[src/rtl/sa_tile_sequencer_pkg.sv]
// sa_pkg: shared state encoding and default widths for the tile sequencer
package sa_pkg;
  localparam int SA_ROWS = 8;
  localparam int SA_INWIDTH = 8;
  localparam int SA_ADDRW = 16;
  localparam int SA_KW = 9;
  typedef enum logic [2:0] {IDLE, ISSUE, FLUSH, DRAIN, DONE} state_t;
endpackage

[src/rtl/sa_tile_sequencer.sv]
// sa_tile_sequencer: issues K operand reads per tile, forwards vectors to the core, drains ROWS result beats
module sa_tile_sequencer
  import sa_pkg::*;
#(
  parameter int ROWS = SA_ROWS,
  parameter int INWIDTH = SA_INWIDTH,
  parameter int ADDRW = SA_ADDRW,
  parameter int KW = SA_KW
) (
  input  logic                    clk,
  input  logic                    rstn,
  input  logic                    cmd_valid,
  output logic                    cmd_ready,
  input  logic [KW-1:0]           cmd_k,
  input  logic [ADDRW-1:0]        cmd_abase,
  input  logic [ADDRW-1:0]        cmd_wbase,
  output logic                    mem_rd_en,
  output logic [ADDRW-1:0]        mem_a_addr,
  output logic [ADDRW-1:0]        mem_w_addr,
  input  logic [ROWS*INWIDTH-1:0] mem_a_data,
  input  logic [ROWS*INWIDTH-1:0] mem_w_data,
  output logic                    core_inpvalid,
  output logic [INWIDTH-1:0]      core_a [ROWS],
  output logic [INWIDTH-1:0]      core_w [ROWS],
  input  logic [ROWS-1:0]         core_rvalid,
  output logic                    core_outread,
  output logic                    res_valid,
  input  logic                    res_ready,
  output logic                    busy,
  output logic                    done,
  output logic                    err
);
  localparam int BW = $clog2(ROWS) + 1;
  state_t state;
  logic [KW-1:0] k;
  logic [KW-1:0] n;
  logic [BW-1:0] beat;
  assign cmd_ready = state == IDLE;
  assign busy = state != IDLE;
  assign res_valid = (state == DRAIN) && (&core_rvalid);
  assign core_outread = res_valid && res_ready;
  for (genvar g = 0; g < ROWS; g++) begin : g_lane
    assign core_a[g] = mem_a_data[g*INWIDTH +: INWIDTH];
    assign core_w[g] = mem_w_data[g*INWIDTH +: INWIDTH];
  end
  // Addresses are registered and stepped per read; ADDRW-bit adds wrap naturally
  always_ff @(posedge clk) begin
    if (!rstn) begin
      state <= IDLE;
      k <= '0;
      n <= '0;
      beat <= '0;
      mem_a_addr <= '0;
      mem_w_addr <= '0;
      mem_rd_en <= 1'b0;
      core_inpvalid <= 1'b0;
      done <= 1'b0;
      err <= 1'b0;
    end else begin
      core_inpvalid <= mem_rd_en;
      done <= 1'b0;
      err <= 1'b0;
      case (state)
        IDLE: if (cmd_valid) begin
          if (cmd_k != '0) begin
            k <= cmd_k;
            n <= '0;
            mem_a_addr <= cmd_abase;
            mem_w_addr <= cmd_wbase;
            mem_rd_en <= 1'b1;
            state <= ISSUE;
          end else begin
            done <= 1'b1;
            err <= 1'b1;
            state <= DONE;
          end
        end
        ISSUE: if (n == k - KW'(1)) begin
          mem_rd_en <= 1'b0;
          state <= FLUSH;
        end else begin
          n <= n + KW'(1);
          mem_a_addr <= mem_a_addr + ADDRW'(1);
          mem_w_addr <= mem_w_addr + ADDRW'(1);
        end
        FLUSH: begin
          beat <= '0;
          state <= DRAIN;
        end
        DRAIN: if (core_outread) begin
          beat <= beat + BW'(1);
          if (beat == BW'(ROWS - 1)) begin
            done <= 1'b1;
            state <= DONE;
          end
        end
        DONE: state <= IDLE;
        default: state <= IDLE;
      endcase
    end
  end
endmodule

[config.mk]
export PLATFORM = sky130hd
export DESIGN_NAME = sa_tile_sequencer
export DESIGN_NICKNAME = d
export VERILOG_FILES = /design/src/rtl/sa_tile_sequencer_pkg.sv /design/src/rtl/sa_tile_sequencer.sv
export SDC_FILE = /design/constraint.sdc
export NUM_CORES = 1
export LEC_CHECK = 0
export CORE_AREA = 2 2 135 137
export CTS_BUF_LIST = sky130_fd_sc_hd__clkbuf_16
export DETAILED_ROUTE_END_ITERATION = 10
export DIE_AREA = 0 0 137 139
export DONT_BUFFER_PORTS = 1
export GPL_ROUTABILITY_DRIVEN = 0
export PLACE_DENSITY_LB_ADDON = 0.3
export SLEW_MARGIN = 10
export SYNTH_ARGS = -nofsm -noshare
export SYNTH_HDL_FRONTEND = slang
export SYNTH_SLANG_ARGS = --single-unit
export TNS_END_PERCENT = 100
[constraint.sdc]
create_clock -name clk -period 7.6 [get_ports clk]
set_input_delay 0.76 -clock clk [delete_from_list [all_inputs] [get_ports clk]]
set_output_delay 0.76 -clock clk [all_outputs]
set_load 0.02 [all_outputs]
==> flow_metrics.tcl, run 1 <==
set metrics [dict create \
    ys_warn_count 0 \
    postSynth.asyncResetShare_pct 0 \
    period_needed_ps 3030 \
    grt.total_usage_pct 13.6 \
    synth_nets 742 \
    cp-end-kind "flip-flop" \
    worstSkewPairLatency_ps 330 \
    io_pins 349 \
    synthFlopType "dfxtp_1" \
    cp.arrival_ps 3250 \
    hold_slack_ps 507 \
    min_path_type "reg2reg" \
    switchingPower_w 0.000290 \
    fillers 1987 \
    p_seq_share_pct 41.6 \
    cp_top_family "compound AO/OA/AOI/OAI gates" \
    clock_sinks 61 \
    syn2layout_area_growth_pct -9.64 \
    dieArea_um2 19000 \
    postSynthCellCount 556 \
    crit_path_max_incr_delay_ps 640 \
    p_clk_share_pct 45.3 \
    p_comb_share_pct 13.2 \
    tns_ps 0 \
    final_layout_size_suffix_gt1_share_pct 8.02 \
    power.leakage_nw 1.38 \
    status "finished, final reports clean" \
    ant_nets 0 \
    placed_cells 637 \
    diodes 0 \
    yosysSeqAreaShare_pct 28.0 \
    crit_chain "inv_1, ha_1, nor2b_1, a221oi_1, and3b_1, or3_4, a21oi_4, nor3_1, o221a_1" \
    wl_um 13000 \
    slew_viol_final 0 \
    synth_cell_types 63 \
    grt_pass1_wl_um 19800 \
    fin_nets 605 \
    cts_buffers 9 \
    cts_tree "done" \
    drt_iter0_markers 272 \
    cts-root-buf "clkbuf_16" \
    peakVddDrop_v 0.000144 \
    dp_slack_ps 4540 \
    dp_hpwl_um 9370 \
    setup_ws_ps 4570 \
    die_h_um 139 \
    r2r-start "k[0]$_SDFFE_PN0P_" \
    cts_hold_repair.buffers 0 \
    chipWidth_um 137 \
    worstMarginPinSlew_ps 946 \
    grt_pass1_vias 3344 \
    coreArea_um2 17700 \
    clockBufferDepth 2 \
    crit_required_ps 7820 \
    clk_pin_slew_ps 60 \
    post-route-util_pct 22.3 \
    postCtsSetupBuffers 0 \
    netlist_area_um2 4360 \
    finalSetupViolCount 0 \
    min-delay-start "k[7]$_SDFFE_PN0P_" \
    layoutNonFillerInstCount 653 \
    p_int_w 0.000678 \
    post_synth.cell_area_avg_um2 7.84 \
    dr.pass1.iters 4 \
    grt_setup_unrepaired "false" \
    max_freq_mhz 330 \
    rows 49 \
    cts.htree.levels 3 \
    overflow 0 \
    viasPerCell 5.24 \
    worstSetupStartpointType "flip-flop" \
    clock-skew-final_ps 8.18 \
    synth-edff-count 0 \
    switching_share_pct 29.9 \
    hold_viol_final 0 \
    crit_path_top_delay_cell "a21oi_4" \
    relSlewSlack_pct 36.9 \
    cap_violations 0 \
    crit_buf_inv 1 \
    ys_seq_elements 61 \
    grt_start_max_net_pins 43 \
    post_drt_wl_per_cell_um 19.9 \
    io_buffers 0 \
    initial_utilization_pct 24.7 \
    post-route-period-util_pct 39.9 \
    path_max_fanout 28 \
    drcViolationCount 0 \
    path_class "reg2reg" \
    power_density_nw_per_um2 246 \
    cts.repair.resized 0 \
    startpoint "k[0]$_SDFFE_PN0P_" \
    antenna_found_initial 0 \
    vias 3419 \
]
synthesized netlist by cell type, types with 4 or more instances:
cell | instances | area, um^2
nand3_1 | 19 | 95.1
nand4_1 | 11 | 68.8
or3_1 | 6 | 37.5
inv_1 | 5 | 18.8
o22ai_1 | 10 | 62.6
and4_1 | 4 | 35.0
dfxtp_1 | 61 | 1220
o32ai_1 | 5 | 43.8
nand2_1 | 61 | 229
o21ai_1 | 5 | 25.0
a211oi_1 | 8 | 60.1
ha_1 | 5 | 62.6
o211ai_1 | 4 | 30.0
buf_2 | 6 | 30.0
nor2_1 | 35 | 131
clkbuf_1 | 18 | 67.6
a311oi_1 | 4 | 35.0
a21oi_1 | 41 | 205
o21ai_0 | 16 | 80.1
o211a_1 | 6 | 60.1
buf_4 | 128 | 961
xnor2_1 | 10 | 87.6
nor3_1 | 15 | 75.1
xor2_1 | 8 | 70.1
and3_1 | 7 | 43.8
area by class of cell:
cell class | instances | area (um^2) | share of cell area, %
clock buffers | 9 | 225 | 5.72
multi-input cells | 336 | 2050 | 52.2
well taps | 229 | 287 | 7.27
clock inverters | 7 | 91.3 | 2.32
flip-flops and latches | 61 | 1220 | 31.0
repair buffers | 5 | 37.5 | 0.953
inverters | 6 | 22.5 | 0.572
power by group through the flow:
stage	Combinational, W	Clock, W	Sequential (W)
detailed placement	0.000127	0	0.000410
floorplan	0.000203	0	0.000396
CTS	0.000128	0.000451	0.000403
global placement	0.000124	0	0.000409
global route	0.000143	0.000465	0.000407
finish	0.000127	0.000438	0.000402
metrics by stage:
stage          power (W)  area (um^2)
6_report        0.000967         3940
5_1_grt          0.00102         3940
4_1_cts         0.000981         3940
3_5_place_dp    0.000537         3620
3_3_place_gp    0.000533         3620
2_1_floorplan   0.000598         4360
metal layers:
layer / part of all wire (%) / GRT usage, % / vias up
met5: 0 / 0 / -
met3: 9.6 / 5.12 / 53
met2: 46 / 21.0 / 180
met1: 40 / 16.5 / 1608
li1: - / - / 1578
met4: 4.1 / 6.67 / 0
cell usage in the layout, fill, tap and decap left out, drive strengths merged, types with 6 or more instances in the layout:
cell	instances
nand3	19
o211a	6
nor2	35
o21ai	21
nand4	11
clkbuf	9
a21oi	42
xor2	8
a211oi	8
and3	7
or3	7
inv	7
dfxtp	61
o22ai	10
xnor2	10
nor3	17
nand2	62
cell families after synthesis:
group | after synthesis | synth area share (%)
AND/OR/NAND/NOR | 186 | 21.7
buffers and inverters | 159 | 25.1
AO/OA/AOI/OAI | 125 | 19.5
flip-flops | 61 | 28.0
XOR/XNOR | 19 | 4.13
adder cells (fa/ha/maj) | 5 | 1.44
multiplexers | 1 | 0.230
tightest hold or removal path: cells and delay by family, from the launching register on:
kind / cells / cell delay (ps)
AO/OA/AOI/OAI: 1 / 50
flip-flops: 1 / 340
AND/OR/NAND/NOR: 1 / 70
sequential cells by signal, indices dropped and copies added, names as in the netlist:
| register | cells |
|---|---|
| core_inpvalid | 1 |
| done | 1 |
| n | 9 |
| k | 9 |
| state | 3 |
| mem_rd_en | 1 |
| err | 1 |
| mem_w_addr | 16 |
| beat | 4 |
| mem_a_addr | 16 |
path summary, 6_finish.rpt:
check	slack, ps	cells after the start	endpoint
setup / recovery	4570	9	mem_w_addr[11]$_SDFFE_PN0P_
hold / removal	510	2	k[7]$_SDFFE_PN0P_
setup reg to reg	4570	9	mem_w_addr[11]$_SDFFE_PN0P_
hold reg to reg	510	2	k[7]$_SDFFE_PN0P_
Power figures use the tool's default switching activity.
==> inputs of run 2 (changes only) <==
--- a/config.mk
+++ b/config.mk
@@ -5,6 +5,7 @@
 export SDC_FILE = /design/constraint.sdc
 export NUM_CORES = 1
 export LEC_CHECK = 0
+export ABC_AREA = 1
 export CORE_AREA = 2 2 135 137
 export CTS_BUF_LIST = sky130_fd_sc_hd__clkbuf_16
 export DETAILED_ROUTE_END_ITERATION = 10
==> constraint.sdc (replaced) <==
create_clock -name clk -period 2.6 [get_ports clk]
set_input_delay 0.26 -clock clk [delete_from_list [all_inputs] [get_ports clk]]
set_output_delay 0.26 -clock clk [all_outputs]
set_load 0.02 [all_outputs]
==> run 2 against run 1 <==
  * Routed wire length is 1.1% higher
  * Cell area rose by 13%
  * First-iteration DRC count is 16% lower
  * Total power rose to 4.1 times the previous value
  * Synthesized cell count increased by 43%
  * Clock skew fell by 2.5 ps
  * Register-to-register slack got worse by 4200 ps
  * Via count increased by 18%
  * Sequential cell count unchanged
  * Largest cell class unchanged
==> flow_metrics.tcl, run 2 <==
set metrics [dict create \
    netlist_area_um2 4900 \
    p_seq_share_pct 38.5 \
    hold_viol_final 0 \
    min-delay-start "rstn" \
    setup_ws_ps 354 \
    synth-compound-area-share_pct 8.45 \
    cts.htree.levels 3 \
    ys_seq_elements 61 \
    tns_ps 0 \
    hold_slack_ps 26.8 \
    reg_top3 "mem_a_addr (16), mem_w_addr (16)" \
    synth_cell_types 32 \
    synth_most_common_cell "nand2_1" \
    clock_sinks 61 \
    cp-end-kind "flip-flop" \
    chipWidth_um 137 \
    final_cell_mix "185 x nand2_1, 122 x nor2_1, 72 x inv_1" \
    dieArea_um2 19000 \
    path_class "reg2reg" \
    synth.area.mux_share_pct 0 \
    post_drt_wl_per_cell_um 14.7 \
    dr.pass1.iters 4 \
    switching_share_pct 41.9 \
    post-route-period-util_pct 86.4 \
    relSlewSlack_pct 67.9 \
    fillers 1998 \
    worstMarginPinSlew_ps 482 \
    cp.arrival_ps 2470 \
    min_path_type "in2reg" \
    final_layout_size_suffix_gt1_share_pct 5.58 \
    power.leakage_nw 1.99 \
    synth_simple_gate_area_share_pct 34.8 \
    synth_xor_area_share_pct 2.50 \
    wl_um 13200 \
    grt_pass1_wl_um 20500 \
    grt_setup_unrepaired "false" \
    hold_depth 2 \
    postSynth.asyncResetShare_pct 0 \
    overflow 0 \
    synth-edff-count 0 \
    finalSetupViolCount 0 \
    worstSkewPairLatency_ps 330 \
    synth.area.top_cells "dfxtp_1 25%, buf_4 20%, nand2_1 14%, nor2_1 9.3%, nand3_1 5.8%" \
    rows 49 \
    reg2reg_slack_ps 350 \
    yosys.area.top_type "dfxtp_1" \
    synth_top_family_by_area "simple AND/OR/NAND/NOR gates" \
    initial_utilization_pct 27.8 \
    vias 4033 \
    slew_viol_final 0 \
    ant_nets 0 \
    crit_path_top_delay_cell "dfxtp_1" \
    drcViolationCount 0 \
    die_h_um 139 \
    p_comb_share_pct 32.5 \
    crit_required_ps 2820 \
    layout_commonest_cell "nand2_1" \
    p_clk_share_pct 28.9 \
    grt.total_usage_pct 13.9 \
    peakVddDrop_v 0.000265 \
    coreArea_um2 17700 \
    syn2layout_area_growth_pct -9.04 \
    synth_top_area_share_pct 24.9 \
    max_freq_mhz 445 \
    min_to "core_inpvalid$_SDFF_PN0_" \
    path_max_fanout 14 \
    yosysSeqAreaShare_pct 24.9 \
    postSynthCellCount 793 \
    cts_tree "done" \
    ys_top_cells_by_count "185 x nand2_1, 129 x buf_4, 122 x nor2_1" \
    cts.repair.resized 0 \
    clk_pin_slew_ps 50 \
    r2r-end "mem_a_addr[2]$_SDFFE_PN0P_" \
    grt_start_max_net_pins 49 \
    clockBufferDepth 2 \
    drt_iter0_markers 229 \
    synthAdderAreaFrac_pct 1.28 \
    postCtsSetupBuffers 0 \
    r2r_cells 13 \
    cts_hold_repair.buffers 0 \
    synth_nets 979 \
    r2r-start "k[0]$_SDFFE_PN0P_" \
    cts_buffers 9 \
    p_int_w 0.00228 \
    io_pins 349 \
    post_synth.cell_area_avg_um2 6.18 \
    dp_hpwl_um 9860 \
    power_density_nw_per_um2 882 \
    crit_path_max_incr_delay_ps 320 \
    clock-skew-final_ps 5.66 \
    cap_violations 0 \
    antenna_found_initial 1 \
    cts-root-buf "clkbuf_16" \
    io_buffers 0 \
    synthFlopType "dfxtp_1" \
    fin_nets 845 \
    crit_chain "inv_2, ha_1, nand3_1, nor2_1, nand2_1, nand3_1, nand2_1, nor2_2, nand2_2, nand2_2, nand2_1, nor2_1, nor2_1" \
    period_needed_ps 2250 \
    switchingPower_w 0.00165 \
    grt_pass1_vias 3780 \
    status "finished, final reports clean" \
    ys_warn_count 0 \
    worstSetupStartpointType "flip-flop" \
    dp_slack_ps 352 \
    viasPerCell 4.52 \
]
run 2: changes by cell type in the layout (fill, tap and decap cells not counted), moves of 8 or more:
| cell | delta |
|---|---|
| a211oi_1 | -8 |
| a21oi_1 | -12 |
| inv_1 | +66 |
| nand2_1 | +124 |
| nand3_1 | +37 |
| nor2_1 | +87 |
| o21ai_0 | +22 |
| o22ai_1 | -10 |
run 2: kinds of logic after synthesis:
group,Yosys count
AO/OA/AOI/OAI,78
XOR/XNOR,14
adder cells (fa/ha/maj),5
flip-flops,61
buffers and inverters,228
AND/OR/NAND/NOR,407
run 2: cell type report:
class / instances / area [um^2] / area share (%)
well taps: 229 / 287 / 6.43
diodes: 1 / 2.50 / 0.0561
inverters: 73 / 274 / 6.15
clock buffers: 9 / 225 / 5.05
flip-flops and latches: 61 / 1220 / 27.4
multi-input cells: 504 / 2310 / 51.8
repair buffers: 10 / 87.6 / 1.96
clock inverters: 6 / 50.0 / 1.12
run 2: per-stage QoR:
stage,utilization [%],power (W),std cells,area [um^2]
global placement,23.7,0.00283,877,4180
global route,25.2,0.00426,892,4460
detailed placement,23.7,0.00282,877,4180
floorplan,-,0.00279,793,4900
CTS,25.2,0.00398,892,4460
finish,25.2,0.00393,893,4460
run 2: per-layer routing:
metal | track usage, % | vias to the layer above | wire [um]
met5 | 0 | - | 0
met3 | 3.91 | 55 | 919
met2 | 22.4 | 97 | 6090
met1 | 16.3 | 1788 | 5570
li1 | - | 2093 | -
met4 | 8.19 | 0 | 585
run 2: how the worst max path moves through the flow:
stage	startpoint	end	slack, ps	cells past startpoint
final	k[0]$_SDFFE_PN0P_	mem_a_addr[2]$_SDFFE_PN0P_	350	13
after global routing	k[0]$_SDFFE_PN0P_	mem_w_addr[1]$_SDFFE_PN0P_	50	13
after CTS	k[0]$_SDFFE_PN0P_	mem_a_addr[2]$_SDFFE_PN0P_	330	13
after detailed placement	k[0]$_SDFFE_PN0P_	mem_a_addr[0]$_SDFFE_PN0P_	350	13
after global placement	k[0]$_SDFFE_PN0P_	mem_a_addr[0]$_SDFFE_PN0P_	430	12
after floorplan	state[2]$_SDFFE_PN0P_	mem_w_addr[10]$_SDFFE_PN0P_	710	12
run 2: power by group through the flow:
| stage | clock, W | sequential (W) | combinational [W] |
|---|---|---|---|
| 2_1_floorplan | 0 | 0.00147 | 0.00132 |
| 3_3_place_gp | 0 | 0.00155 | 0.00128 |
| 3_5_place_dp | 0 | 0.00154 | 0.00128 |
| 4_1_cts | 0.00117 | 0.00152 | 0.00129 |
| 5_1_grt | 0.00122 | 0.00155 | 0.00149 |
| 6_report | 0.00114 | 0.00152 | 0.00128 |
run 2: critical path: cells and delay by family, from the launching register on:
family,cells,cell delay [ps]
flops,1,320
simple gates,11,1520
buf+inv,1,100
fa+ha+maj,1,190
==> inputs of run 3 (changes only) <==
==> constraint.sdc (replaced) <==
create_clock -name clk -period 2.6 [get_ports clk]
set_input_delay 0.52 -clock clk [delete_from_list [all_inputs] [get_ports clk]]
set_output_delay 0.52 -clock clk [all_outputs]
set_load 0.02 [all_outputs]
==> run 3 against run 2 <==
  * Fmax up 0.25%
  * Total power up 1.5%
  * Worst setup slack gained 5.6 ps
  * Core utilization grew 0.22 points
  * Critical path type unchanged
  * Combinational power about the same
  * Cell count is 0.56% higher
  * Clock power hardly changed
==> flow_metrics.tcl, run 3 (synthesis gave the netlist of run 2 again) <==
set metrics [dict create \
    status "finished, final reports clean" \
    drt_iter0_markers 276 \
    vias 4086 \
    period_needed_ps 2240 \
    coreArea_um2 17700 \
    syn2layout_area_growth_pct -8.25 \
    reg_top3 "mem_a_addr (16), mem_w_addr (16)" \
    wl_um 13300 \
    path_class "reg2reg" \
    hold_viol_final 0 \
    clk_pin_slew_ps 50 \
    initial_utilization_pct 27.8 \
    power.leakage_nw 2.00 \
    fin_nets 849 \
    grt_start_max_net_pins 49 \
    dr.pass1.iters 4 \
    finalSetupViolCount 0 \
    layout_commonest_cell "nand2_1" \
    die_h_um 139 \
    placed_cells 881 \
    dp_hpwl_um 10100 \
    ant_nets 0 \
    cts.htree.levels 3 \
    final_layout_size_suffix_gt1_share_pct 6.44 \
    viasPerCell 4.55 \
    slew_viol_final 0 \
    final_cell_mix "185 x nand2_1, 122 x nor2_1, 70 x inv_1" \
    cts_tree "done" \
    max_freq_mhz 446 \
    postCtsSetupBuffers 0 \
    worstSkewPairLatency_ps 340 \
    antenna_found_initial 1 \
    fillers 2045 \
    crit_required_ps 2830 \
    grt_setup_unrepaired "false" \
    crit_chain "inv_2, ha_1, or2_2, nand3_1, nor2_1, nand3_1, nor2_2, nand2_2, nand2_2, nand2_1, nor2_1, nor2_1" \
    grt.total_usage_pct 14.3 \
    cp-end-kind "flip-flop" \
    grt_pass1_vias 3933 \
    clock_sinks 61 \
    cp_top_family "simple AND/OR/NAND/NOR gates" \
    crit_buf_inv 1 \
    tns_ps 0 \
    cts_hold_repair.buffers 0 \
    critical_path_cell_count 12 \
    worstMarginPinSlew_ps 461 \
    relSlewSlack_pct 69.2 \
    worstSetupStartpointType "flip-flop" \
    r2r_cells 12 \
    cts_buffers 9 \
    clockBufferDepth 2 \
    post_drt_wl_per_cell_um 14.8 \
    overflow 0 \
    clock-skew-final_ps 7.53 \
    io_buffers 0 \
    crit_path_top_delay_cell "dfxtp_1" \
    layoutNonFillerInstCount 898 \
    drcViolationCount 0 \
    dieArea_um2 19000 \
    post-route-period-util_pct 86.2 \
    cts-root-buf "clkbuf_16" \
    chipWidth_um 137 \
    cap_violations 0 \
    min_path_type "in2reg" \
    hold_depth 2 \
    cp.arrival_ps 2470 \
    cts.repair.resized 0 \
    crit_top_cell "nor2_1" \
    grt_pass1_wl_um 21000 \
    path_max_fanout 14 \
    rows 49 \
    io_pins 349 \
    crit_path_max_incr_delay_ps 360 \
    power_density_nw_per_um2 888 \
    peakVddDrop_v 0.000272 \
]
-- run 3: changes by cell type in the layout (fill, tap and decap cells not counted), sizes merged --
cell / previous run / this run
buf: 10 / 14
clkinv: 2 / 4
inv: 76 / 74
clkinvlp: 0 / 1
-- run 3: worst paths after layout --
kind | from | to | slack [ps]
hold / removal | rstn | core_inpvalid$_SDFF_PN0_ | 290
setup / recovery | k[0]$_SDFFE_PN0P_ | mem_w_addr[4]$_SDFFE_PN0P_ | 360
hold reg to reg | beat[1]$_SDFFE_PN0P_ | beat[1]$_SDFFE_PN0P_ | 520
setup reg to reg | k[0]$_SDFFE_PN0P_ | mem_w_addr[4]$_SDFFE_PN0P_ | 360
-- run 3: report_power, final --
part	internal, W	total (W)	switching [W]
registers	0.00112	0.00151	0.000389
clock network	0.000727	0.00117	0.000444
logic	0.000461	0.00131	0.000849
-- run 3: layout make-up --
cell class	count	area [um^2]	area share, %
multi-input cells	504	2310	51.4
flip-flops and latches	61	1220	27.2
well taps	229	287	6.37
diodes	1	2.50	0.0556
inverters	73	274	6.09
repair buffers	14	118	2.62
clock buffers	9	225	5.01
clock inverters	7	58.8	1.31
-- run 3: per-layer routing --
metal,global-route usage [%],share of wire (%)
met5,0,0
met4,9.39,5.0
met3,4.90,8.5
met2,22.6,45
met1,16.1,41
-- run 3: metrics by stage --
| step | hold WS (ps) | total power (W) | utilization, % | worst slack [ps] | area [um^2] |
|---|---|---|---|---|---|
| after floorplan | 462 | 0.00279 | - | 714 | 4900 |
| after global placement | 489 | 0.00286 | 23.8 | 418 | 4210 |
| after detailed placement | 511 | 0.00286 | 23.8 | 329 | 4210 |
| after CTS | 273 | 0.00405 | 25.5 | 341 | 4490 |
| after global routing | 306 | 0.00432 | 25.5 | 67.8 | 4490 |
| final | 285 | 0.00399 | 25.5 | 360 | 4500 |
